## src/rtl/subtrator_serial_nbits.sv

```systemverilog
// Multi-cycle serial subtractor: processes SLICE bits per clock, LSB slice first,
// and publishes s/bout/ovf/zero together with a one-cycle done pulse.
module subtrator_serial_nbits #(
  parameter int WIDTH = 8,
  parameter int SLICE = 2
) (
  input  logic             clk,
  input  logic             rst,
  input  logic             start,
  input  logic [WIDTH-1:0] a,
  input  logic [WIDTH-1:0] b,
  input  logic             bin,
  output logic             busy,
  output logic             done,
  output logic [WIDTH-1:0] s,
  output logic             bout,
  output logic             ovf,
  output logic             zero
);

  localparam int SAFE_SLICE = (SLICE < 1) ? 1 : SLICE;
  localparam int N          = WIDTH / SAFE_SLICE;
  localparam int CW         = $clog2(N + 1);

  generate
    if (WIDTH < 2 || SLICE < 1 || SLICE > WIDTH || (WIDTH % SAFE_SLICE) != 0) begin : g_bad_params
      $error("subtrator_serial_nbits: illegal WIDTH/SLICE combination");
    end
  endgenerate

  typedef enum logic [1:0] {IDLE, RUN, DONE} state_t;

  state_t           state;
  state_t           next_state;
  logic [CW-1:0]    cnt;
  logic [WIDTH-1:0] a_sh;
  logic [WIDTH-1:0] b_sh;
  logic [WIDTH-1:0] acc;
  logic [WIDTH-1:0] acc_next;
  logic             borrow;
  logic             a_msb;
  logic             b_msb;
  logic [SLICE:0]   slice_diff;
  logic             last;
  logic             accept;

  assign last   = (cnt == CW'(N - 1));
  assign accept = start && (state != RUN);
  assign busy   = (state == RUN);
  assign done   = (state == DONE);

  // One slice per cycle; the top bit of the difference is the slice borrow.
  always_comb begin
    slice_diff = {1'b0, a_sh[SLICE-1:0]} - {1'b0, b_sh[SLICE-1:0]} - {{SLICE{1'b0}}, borrow};
  end

  // The partial difference is shifted in from the top so it ends up aligned after N slices.
  generate
    if (SLICE == WIDTH) begin : g_single
      assign acc_next = slice_diff[SLICE-1:0];
    end else begin : g_multi
      assign acc_next = {slice_diff[SLICE-1:0], acc[WIDTH-1:SLICE]};
    end
  endgenerate

  always_comb begin
    next_state = state;
    case (state)
      IDLE: begin
        if (accept) next_state = RUN;
        else        next_state = IDLE;
      end
      RUN: begin
        if (last) next_state = DONE;
        else      next_state = RUN;
      end
      DONE: begin
        if (start) next_state = RUN;
        else       next_state = IDLE;
      end
      default: next_state = IDLE;
    endcase
  end

  always_ff @(posedge clk) begin
    if (rst) state <= IDLE;
    else     state <= next_state;
  end

  // Operands are held in shift registers; results only update on the final slice.
  always_ff @(posedge clk) begin
    if (rst) begin
      cnt    <= '0;
      a_sh   <= '0;
      b_sh   <= '0;
      acc    <= '0;
      borrow <= 1'b0;
      a_msb  <= 1'b0;
      b_msb  <= 1'b0;
      s      <= '0;
      bout   <= 1'b0;
      ovf    <= 1'b0;
      zero   <= 1'b0;
    end else if (accept) begin
      cnt    <= '0;
      a_sh   <= a;
      b_sh   <= b;
      borrow <= bin;
      a_msb  <= a[WIDTH-1];
      b_msb  <= b[WIDTH-1];
    end else if (state == RUN) begin
      cnt    <= cnt + CW'(1);
      a_sh   <= a_sh >> SLICE;
      b_sh   <= b_sh >> SLICE;
      borrow <= slice_diff[SLICE];
      acc    <= acc_next;
      if (last) begin
        s    <= acc_next;
        bout <= slice_diff[SLICE];
        ovf  <= (a_msb ^ b_msb) & (a_msb ^ acc_next[WIDTH-1]);
        zero <= (acc_next == '0);
      end else begin
        s    <= s;
      end
    end else begin
      cnt <= cnt;
    end
  end

endmodule

```

## config.mk

```make
export PLATFORM = sky130hd
export DESIGN_NAME = subtrator_serial_nbits
export DESIGN_NICKNAME = d
export VERILOG_FILES = /design/src/rtl/subtrator_serial_nbits.sv
export SDC_FILE = /design/constraint.sdc
export NUM_CORES = 1
export LEC_CHECK = 0
export CAP_MARGIN = 20
export CORE_MARGIN = 2
export CORE_UTILIZATION = 58
export CTS_BUF_LIST = sky130_fd_sc_hd__clkbuf_2
export DETAILED_ROUTE_END_ITERATION = 16
export GPL_TIMING_DRIVEN = 0
export PLACE_DENSITY_LB_ADDON = 0.1
export SYNTH_ARGS = -nofsm -noshare
export SYNTH_HDL_FRONTEND = slang
export SYNTH_SLANG_ARGS = --single-unit
```

## constraint.sdc

```tcl
create_clock -name clk -period 4.2 [get_ports clk]
set_input_delay 0.84 -clock clk [delete_from_list [all_inputs] [get_ports clk]]
set_output_delay 0.84 -clock clk [all_outputs]
set_load 0.02 [all_outputs]
```

# ---- Word-level counts from Yosys, hierarchy flattened
# Index checks and enable logic that the tools add are counted.
dict set report classes {
  n_eq_ne 4
  n_reduce_logical 7
  n_addsub 3
  muxes 10
  bitwise_logic 4
}
# op n
set ops {}
lappend ops {{8-bit two-way mux} 4}
lappend ops {{8-bit logical NOT} 1}
lappend ops {{2-bit case mux with 3 select lines} 1}
lappend ops {{1-bit two-way mux} 4}
lappend ops {{3-bit by 1-bit adder with 3-bit output, second input constant} 1}
lappend ops {{3-bit by 2-bit equality test with 1-bit output, second input constant} 1}
lappend ops {{3-bit AND reduction} 1}
lappend ops {{2-bit by 2-bit subtractor with 3-bit output} 1}
lappend ops {{3-bit by 1-bit subtractor with 3-bit output} 1}
lappend ops {{2-bit by 1-bit equality test with 1-bit output, second input constant} 1}
lappend ops {{2-bit equality test, second input constant} 1}
lappend ops {{2-bit logical NOT} 1}
lappend ops {{2-bit two-way mux} 1}
lappend ops {{2-bit by 1-bit != test with 1-bit output, second input constant} 1}
lappend ops {{2-bit AND reduction} 1}
lappend ops {{2-bit nonzero test} 1}
lappend ops {{2-bit OR reduction} 1}
lappend ops {{1-bit XOR} 2}
lappend ops {{1-bit bitwise AND} 1}
lappend ops {{1-bit logical AND} 1}
lappend ops {{1-bit inverter} 1}
dict set report word_totals {
  elab_cells 40
  ff_bits 43
  in_bits 20
}

# ---- Longest topological paths before layout
# Gate-level depths: netlist of run 1.
dict set report logic_depth {
  ltp_word 4
  depth_mapped 9
}

# ---- Worst setup path after synthesis of run 1
# Ideal clock, no wire load.
dict set report synth_timing {
  path_type {reg2reg}
  start {register b_sh[0]}
  end {register ovf}
  arrival_time_ns 2.442
  setup_time_ns 0.088
  t_required_ns 4.112
  period_less_slack_ns 2.530
  stages_incl_launch_ff 9
  setup_slack_ns 1.670
  cell_sequence {dfxtp_1 > inv_1 > fa_1 > inv_1 > ha_1 > or2_2 > fa_1 > or3b_1 > a311oi_2}
}
dict set report synth_between {
  elab_chain_cells 4
}
# item line
set synth_lines {}
lappend synth_lines {{from (decl)} 37} ;# logic [WIDTH-1:0] b_sh;
lappend synth_lines {{from (signal assigned)} 114} ;# b_sh <= b_sh >> SLICE;
lappend synth_lines {{2-bit by 2-bit subtractor with 3-bit output} 54} ;# slice_diff = {1'b0, a_sh[SLICE-1:0]} - {1'b0, b_sh[SLICE-1:0]} - {{SLICE{1'b0}}, borrow};
lappend synth_lines {{3-bit by 1-bit subtractor with 3-bit output} 54}
lappend synth_lines {{net slice_diff[1]} 43} ;# logic [SLICE:0] slice_diff;
lappend synth_lines {{1-bit XOR} 120} ;# ovf <= (a_msb ^ b_msb) & (a_msb ^ acc_next[WIDTH-1]);
lappend synth_lines {{1-bit bitwise AND} 120}
lappend synth_lines {{to (signal assigned)} 120}
lappend synth_lines {{to (decl)} 17} ;# output logic ovf,
# The timed path passes the listed nets, and every way through them passes these cells.
# A chain may end at the register's enable or synchronous reset.

# ---- Worst setup path in the final report of run 1
dict set report layout_timing {
  start {register state[0]}
  end {output port busy}
}
dict set report layout_between {
  elab_chain_cells 1
}
# item line
set layout_lines {}
lappend layout_lines {{from (decl)} 33} ;# state_t state;
lappend layout_lines {{from (signal assigned)} 87} ;# else state <= next_state;
lappend layout_lines {{2-bit by 1-bit equality test with 1-bit output} 49} ;# assign busy = (state == RUN);
lappend layout_lines {{to (decl)} 13} ;# output logic busy,
# No other way between the ends.

==> results of run 1 <==
## cells by family after synthesis
family	after synthesis	synth area share, %
adders and majority gates	6	4.91
and+or+nand+nor	67	16.4
DFF	41	44.7
muxes	17	9.27
AOI/OAI and AO/OA	38	16.4
xor gates and xnor gates	1	0.477
buffers and inverters	21	7.91
## how the worst max path moves through the flow
stage / from / end / slack [ns] / cells past startpoint
floorplan: b_sh[0]$_SDFFE_PP0P_ / ovf$_SDFFE_PP0P_ / 1.67 / 8
global placement: b_sh[0]$_SDFFE_PP0P_ / ovf$_SDFFE_PP0P_ / 1.55 / 8
detailed placement: b_sh[0]$_SDFFE_PP0P_ / ovf$_SDFFE_PP0P_ / 1.51 / 8
CTS: state[0]$_SDFF_PP0_ / busy / 1.36 / 5
global route: state[0]$_SDFF_PP0_ / busy / 1.26 / 5
finish: state[0]$_SDFF_PP0_ / busy / 1.35 / 5
## Yosys cell counts
library cell and instances:
dfxtp_1 41, nand2_1 27, nor2_1 19, a21oi_1 17, mux2i_1 17, a211oi_2 11, buf_6 7, inv_1 6
a211oi_1 5, nand3_1 5, ha_1 4, nor3_1 4, clkbuf_1 3, nand2b_1 3, o21ai_0 3, buf_4 2
fa_1 2, nand3b_1 2, nor4_1 2, a311oi_2 1, and3b_1 1, buf_1 1, buf_2 1, inv_6 1
nand4_1 1, nor2b_1 1, o211a_1 1, or2_2 1, or3b_1 1, xnor2_1 1
## stage by stage
| step | instance area, um2 | util, % | setup WS (ns) |
|---|---|---|---|
| 2_1_floorplan | 1840 | - | 1.67 |
| 3_3_place_gp | 2200 | 72.7 | 1.55 |
| 3_5_place_dp | 2200 | 72.7 | 1.51 |
| 4_1_cts | 2260 | 74.8 | 1.36 |
| 5_1_grt | 2260 | 74.8 | 1.26 |
| 6_report | 2260 | 74.8 | 1.35 |
## per-layer routing
metal	wire length, um	share of wire (%)
met5	0	0
met4	89	2.2
met3	162	4.0
met2	2030	50
met1	1740	43
## state kept, by name (all words and copies together), names as in the netlist
register  cells
b_msb         1
a_msb         1
cnt           3
acc           6
borrow        1
zero          1
s             8
b_sh          8
ovf           1
state         2
bout          1
a_sh          8
## power by group through the flow
stage	clock, W	combinational [W]	sequential [W]
6_report	0.000234	0.000139	0.000422
5_1_grt	0.000251	0.000150	0.000425
4_1_cts	0.000234	0.000139	0.000422
3_5_place_dp	0	0.000138	0.000430
3_3_place_gp	0	0.000133	0.000429
2_1_floorplan	0	0.0000950	0.000427
## final cells by class
cell class,count,area [um2],share of cell area [%]
Multi-Input combinational cell,129,870,38.4
Clock buffer,6,30.0,1.33
Buffer,14,114,5.03
Tap cell,44,55.1,2.43
Timing Repair Buffer,31,310,13.7
Clock inverter,2,33.8,1.49
Inverter,7,31.3,1.38
Sequential cell,41,821,36.2
## layout by cell type (no fill, tap or decap), drive strengths merged, types with 2 or more instances in the layout
| cell | n |
|---|---|
| nor3 | 4 |
| nand2 | 27 |
| nand3b | 2 |
| clkbuf | 9 |
| mux2i | 17 |
| a21oi | 17 |
| nand3 | 5 |
| fa | 2 |
| clkdlybuf4s50 | 31 |
| ha | 4 |
| buf | 11 |
| dfxtp | 41 |
| nor4 | 2 |
| inv | 7 |
| nand2b | 3 |
| nor2 | 19 |
| o21ai | 3 |
| a211oi | 16 |
## critical path, stage by stage, from the launching register on
cell and delay [ns]:
dfxtp_1 0.46, nand2b_1 0.11, buf_6 0.16, inv_6 0.09, buf_6 0.14, clkdlybuf4s50_1 0.61
==> reports/results.txt, run 1 <==
Worst hold slack: 0.467 ns
Vias in the first global route: 1471
Initial Util: 60.6%
Initial antenna violation count: 0
Mean Syn Cell Area: 9.61 um2
Synthesized area: 1840 um2
Drt drc: 0
Worst setup SP type: flop
Chip width: 60.3 um
Synth area leaders: dfxtp_1, mux2i_1, a211oi_2
CTS tree: yes
Syn_nets: 217
First-pass GRT wire length: 6470 um
Crit Path Category: flop to primary output
First-pass iteration count of the detailed router: 4
GR peak layer: met2
Yosys warns: 0
RSZ-0062 raised after global routing: no
R2r endpoint: ovf$_SDFFE_PP0P_
# Post-CTS Setup Buffers: 0
Dpl hpwl: 2960 um
Non-Filler Instances: 274
Sw Ratio: 27.6%
Worst R2R Setup Slack: 1.51 ns
Minimum clock period: 2.85 ns
#FFs+latches synth: 41
Final setup fails: 0
CTS root buffer: clkbuf_2
Clk_skew: 0.0217 ns
Port Buffers: 31
Internal power: 0.000576 W
Antenna viol nets, final: 0
Relative slew slack: 60.0%
Clock power share: 29.5%
CTS Sinks: 41
CP Capture Type: primary output
Fmax: 0.351 GHz
PostCTS Resize Cnt: 0
Initial DRC Count: 113
Met3 usage: 4.98%
Yosys top cell area share: 44.7%
Yosys cell types: 30
Hold WC Path Type: flop to flop
Via Count: 1500
Routing usage on met2: 40.4%
GRT overflow: 0
Setup TNS: 0 ns
PD cells: 351 nW/um2
Hold-fix buffers at CTS: 0
Hold Startpoint: s[5]$_SDFFE_PP0P_
Gpl congestion: 0.806
Data arrival time of the worst path: 2.01 ns
Worst skew pair latency: 0.43 ns
Synth Instances: 191
Clk slew on worst S/H paths: 0.22 ns
Area Overhead vs Synth: 23.4%
Hold Violations, Final: 0
Slew @ Worst Pin: 0.599 ns
Die Y-Extent: 60.3 um
Flop pwr share: 53.1%
Worst flop-to-flop path startpoint: b_sh[0]$_SDFFE_PP0P_
Worst vdd rail ir drop: 0.257 mV
Switching Power: 0.000220 W
Cells after DPL: 266
Vias per inst: 5.47
R2r worst-path depth: 8
WL final: 4020 um
ANT cells: 0
Hold Path Sink: s[5]$_SDFFE_PP0P_
Status: finished clean
Share of cells above drive strength 1: 13.5%
Final period util: 67.9%
I/O Pins: 33
Fin. max-slew vios: 0
Leakage Power: 0.869 nW
Pin count of the biggest net entering global routing: 13
H-tree depth: 2
CP required: 3.36 ns
GR Util met1: 29.1%
# Max-Cap Violations: 0
Design Power: 0.000796 W
Area leader, netlist: dfxtp_1
Total global-route track usage: 24.6%
Hold Crit Depth: 2
Core area: 3030 um2
DIE AREA: 3630 um2
Row cnt: 20
Layout net count: 255
Fillers: 235
Post-synthesis sequential area ratio: 44.7%
Clock buffer depth: 2
Average wire per standard cell: 14.7 um
Crit Path Max Fanout: 10
Comb power frac: 17.5%
Inserted Clock Buffers: 5
Note: power is estimated with default switching activity, not from simulation.
==> run 2, diff against run 1 <==
--- a/config.mk
+++ b/config.mk
@@ -7,7 +7,7 @@
 export LEC_CHECK = 0
 export CAP_MARGIN = 20
 export CORE_MARGIN = 2
-export CORE_UTILIZATION = 58
+export CORE_UTILIZATION = 54
 export CTS_BUF_LIST = sky130_fd_sc_hd__clkbuf_2
 export DETAILED_ROUTE_END_ITERATION = 16
 export GPL_TIMING_DRIVEN = 0
==> constraint.sdc (replaced) <==
create_clock -name clk -period 2.98 [get_ports clk]
set_input_delay 0.596 -clock clk [delete_from_list [all_inputs] [get_ports clk]]
set_output_delay 0.596 -clock clk [all_outputs]
set_load 0.02 [all_outputs]
==> run 2 against run 1 <==
Worst setup slack worse by 1.1 ns. Combinational power grew 40%. Total power up 40%.
==> reports/results.txt, run 2 (synthesized netlist as in run 1, its figures left out) <==
Hold Violations, Final: 0 (unchanged)
Fmax: 0.368 GHz
Leakage Power: 0.865 nW (was 0.869 nW)
CP max-delay cell: fa_1 (was clkdlybuf4s50_1)
First-pass iteration count of the detailed router: 4 (unchanged)
Clock power share: 29.2% (was 29.5%)
Chip width: 62.3 um (was 60.3 um)
Die Y-Extent: 62.3 um (was 60.3 um)
Switching Power: 0.000308 W (was 0.000220 W)
Port Buffers: 31 (unchanged)
Sw Ratio: 27.6% (about the same)
Vias in the first global route: 1461 (was 1471)
Clk slew on worst S/H paths: 0.21 ns (was 0.22 ns)
# Max-Cap Violations: 0 (unchanged)
Fillers: 294 (was 235)
R2r worst-path depth: 8 (unchanged)
Average wire per standard cell: 13.7 um (was 14.7 um)
Via Count: 1452 (was 1500)
Internal power: 0.000807 W (was 0.000576 W)
Worst skew pair latency: 0.42 ns (was 0.43 ns)
Antenna viol nets, final: 0 (unchanged)
PostCTS Resize Cnt: 0 (unchanged)
Inserted Clock Buffers: 5 (unchanged)
CTS tree: yes (unchanged)
Initial Util: 55.4% (was 60.6%)
FF/Latch Area: 821 um2 (unchanged)
Crit path cell chain: inv_1 -> fa_1 -> inv_1 -> ha_1 -> or2_2 -> fa_1 -> or3b_1 -> a311oi_2 (was nand2b_1 -> buf_6 -> inv_6 -> buf_6 -> clkdlybuf4s50_1)
Hold WC Path Type: flop to flop (unchanged)
Vias per inst: 5.26 (was 5.47)
Top flop regs: a_sh (8), b_sh (8), s (8) (unchanged)
Initial DRC Count: 59 (was 113)
Clk_skew: 0.0174 ns (was 0.0217 ns)
Total global-route track usage: 22.1% (was 24.6%)
Pin count of the biggest net entering global routing: 14 (was 13)
Crit Path Category: flop to flop (was flop to primary output)
Drt drc: 0 (unchanged)
Layout net count: 255 (unchanged)
Row cnt: 21 (was 20)
CP required: 3.34 ns (was 3.36 ns)
Biggest cell delay along the critical path: 0.54 ns (was 0.61 ns)
First-pass GRT wire length: 6780 um (was 6470 um)
Area of the multi-input gates: 870 um2 (unchanged)
Relative slew slack: 58.9% (was 60.0%)
H-tree depth: 2 (unchanged)
Crit Path Max Fanout: 5 (was 10)
ANT cells: 0 (unchanged)
Comb power frac: 17.5% (about the same)
Hold Crit Depth: 2 (unchanged)
Final setup fails: 0 (unchanged)
Fin. max-slew vios: 0 (unchanged)
Final non-filler cell area: 2270 um2 (was 2260 um2)
DIE AREA: 3880 um2 (was 3630 um2)
Slew @ Worst Pin: 0.617 ns (was 0.599 ns)
Placed inst area: 2200 um2 (about the same)
Setup TNS: 0 ns (unchanged)
GRT overflow: 0 (unchanged)
Area Overhead vs Synth: 23.7% (was 23.4%)
CTS Sinks: 41 (unchanged)
Worst vdd rail ir drop: 0.556 mV (was 0.257 mV)
CTS root buffer: clkbuf_2 (unchanged)
Initial antenna violation count: 0 (unchanged)
Clock buffer depth: 2 (unchanged)
Share of cells above drive strength 1: 13.5% (unchanged)
Worst setup SP type: flop (unchanged)
Hold-fix buffers at CTS: 0 (unchanged)
Gpl congestion: 0.791 (was 0.806)
Final period util: 91.2%
# Post-CTS Setup Buffers: 0 (unchanged)
Status: finished clean (unchanged)
Core area: 3310 um2 (was 3030 um2)
Worst R2R Setup Slack: 0.26 ns (was 1.51 ns)
Commonest cells after routing, fill and taps aside: dfxtp_1, clkdlybuf4s50_1, nand2_1, nor2_1 (unchanged)
RSZ-0062 raised after global routing: no (unchanged)
WL final: 3790 um (was 4020 um)
Data arrival time of the worst path: 3.07 ns (was 2.01 ns)
CP Capture Type: flop (was primary output)
Minimum clock period: 2.72 ns
Dpl hpwl: 2750 um (was 2960 um)
PD cells: 491 nW/um2 (was 351 nW/um2)
Flop pwr share: 53.3% (was 53.1%)
I/O Pins: 33 (unchanged)
Commonest non-fill, non-tap cell in the layout: dfxtp_1 (unchanged)
[run 2: cell types whose count changed in the layout (fill, tap and decap cells not counted)]
| cell | delta |
|---|---|
| clkbuf_2 | -1 |
| clkinvlp_4 | +1 |
[run 2: power by group through the flow]
| stage | registers (W) | clock network, W | logic [W] |
|---|---|---|---|
| after CTS | 0.000595 | 0.000332 | 0.000195 |
| after detailed placement | 0.000606 | 0 | 0.000193 |
| after global routing | 0.000600 | 0.000356 | 0.000217 |
| after floorplan | 0.000602 | 0 | 0.000134 |
| after global placement | 0.000604 | 0 | 0.000190 |
| final | 0.000595 | 0.000326 | 0.000195 |
[run 2: per-stage QoR]
stage / setup slack (ns) / hold slack (ns) / utilization [%] / total power (W) / instances
CTS: 0.253 / 0.463 / 68.6 / 0.00112 / 276
global route: 0.0991 / 0.447 / 68.6 / 0.00117 / 276
finish: 0.264 / 0.473 / 68.6 / 0.00112 / 276
global placement: 0.299 / 0.446 / 66.6 / 0.000794 / 268
floorplan: 0.450 / 0.445 / - / 0.000736 / 191
detailed placement: 0.311 / 0.453 / 66.6 / 0.000799 / 268
[run 2: final cells by class]
type / count / area share (%)
Multi-Input combinational cell: 129 / 38.3
Sequential cell: 41 / 36.2
Timing Repair Buffer: 31 / 13.7
Buffer: 14 / 5.02
Tap cell: 46 / 2.54
Clock inverter: 3 / 1.82
Inverter: 7 / 1.38
Clock buffer: 5 / 1.10
[run 2: critical path: cells and delay by family (launching register included)]
| kind | cells | cell delay, ns |
|---|---|---|
| AO/OA/AOI/OAI | 1 | 0.26 |
| buffers and inverters | 2 | 0.11 |
| AND/OR/NAND/NOR | 2 | 0.68 |
| adder cells (fa/ha/maj) | 3 | 1.24 |
| flip-flops | 1 | 0.37 |
[run 2: worst paths after layout]
check,from,end
setup / recovery,b_sh[0]$_SDFFE_PP0P_,ovf$_SDFFE_PP0P_
hold / removal,s[1]$_SDFFE_PP0P_,s[1]$_SDFFE_PP0P_
setup reg to reg,b_sh[0]$_SDFFE_PP0P_,ovf$_SDFFE_PP0P_
hold reg to reg,s[1]$_SDFFE_PP0P_,s[1]$_SDFFE_PP0P_
[run 2: metal layers]
layer  routed length (um)  global-route usage, %  vias to the layer above
met3                  203                   4.53                        8
met4                   85                   10.8                        0
met2                 1810                   36.8                       40
met1                 1690                   27.4                      675
met5                    0                      0                        -
li1                     -                      -                      729
==> run 3, diff against run 2 <==
--- a/config.mk
+++ b/config.mk
@@ -11,6 +11,7 @@
 export CTS_BUF_LIST = sky130_fd_sc_hd__clkbuf_2
 export DETAILED_ROUTE_END_ITERATION = 16
 export GPL_TIMING_DRIVEN = 0
+export HOLD_SLACK_MARGIN = 0.06
 export PLACE_DENSITY_LB_ADDON = 0.1
 export SYNTH_ARGS = -nofsm -noshare
 export SYNTH_HDL_FRONTEND = slang
==> results of run 3 <==
Final layout, timing and power as in run 2 (identical DEF).
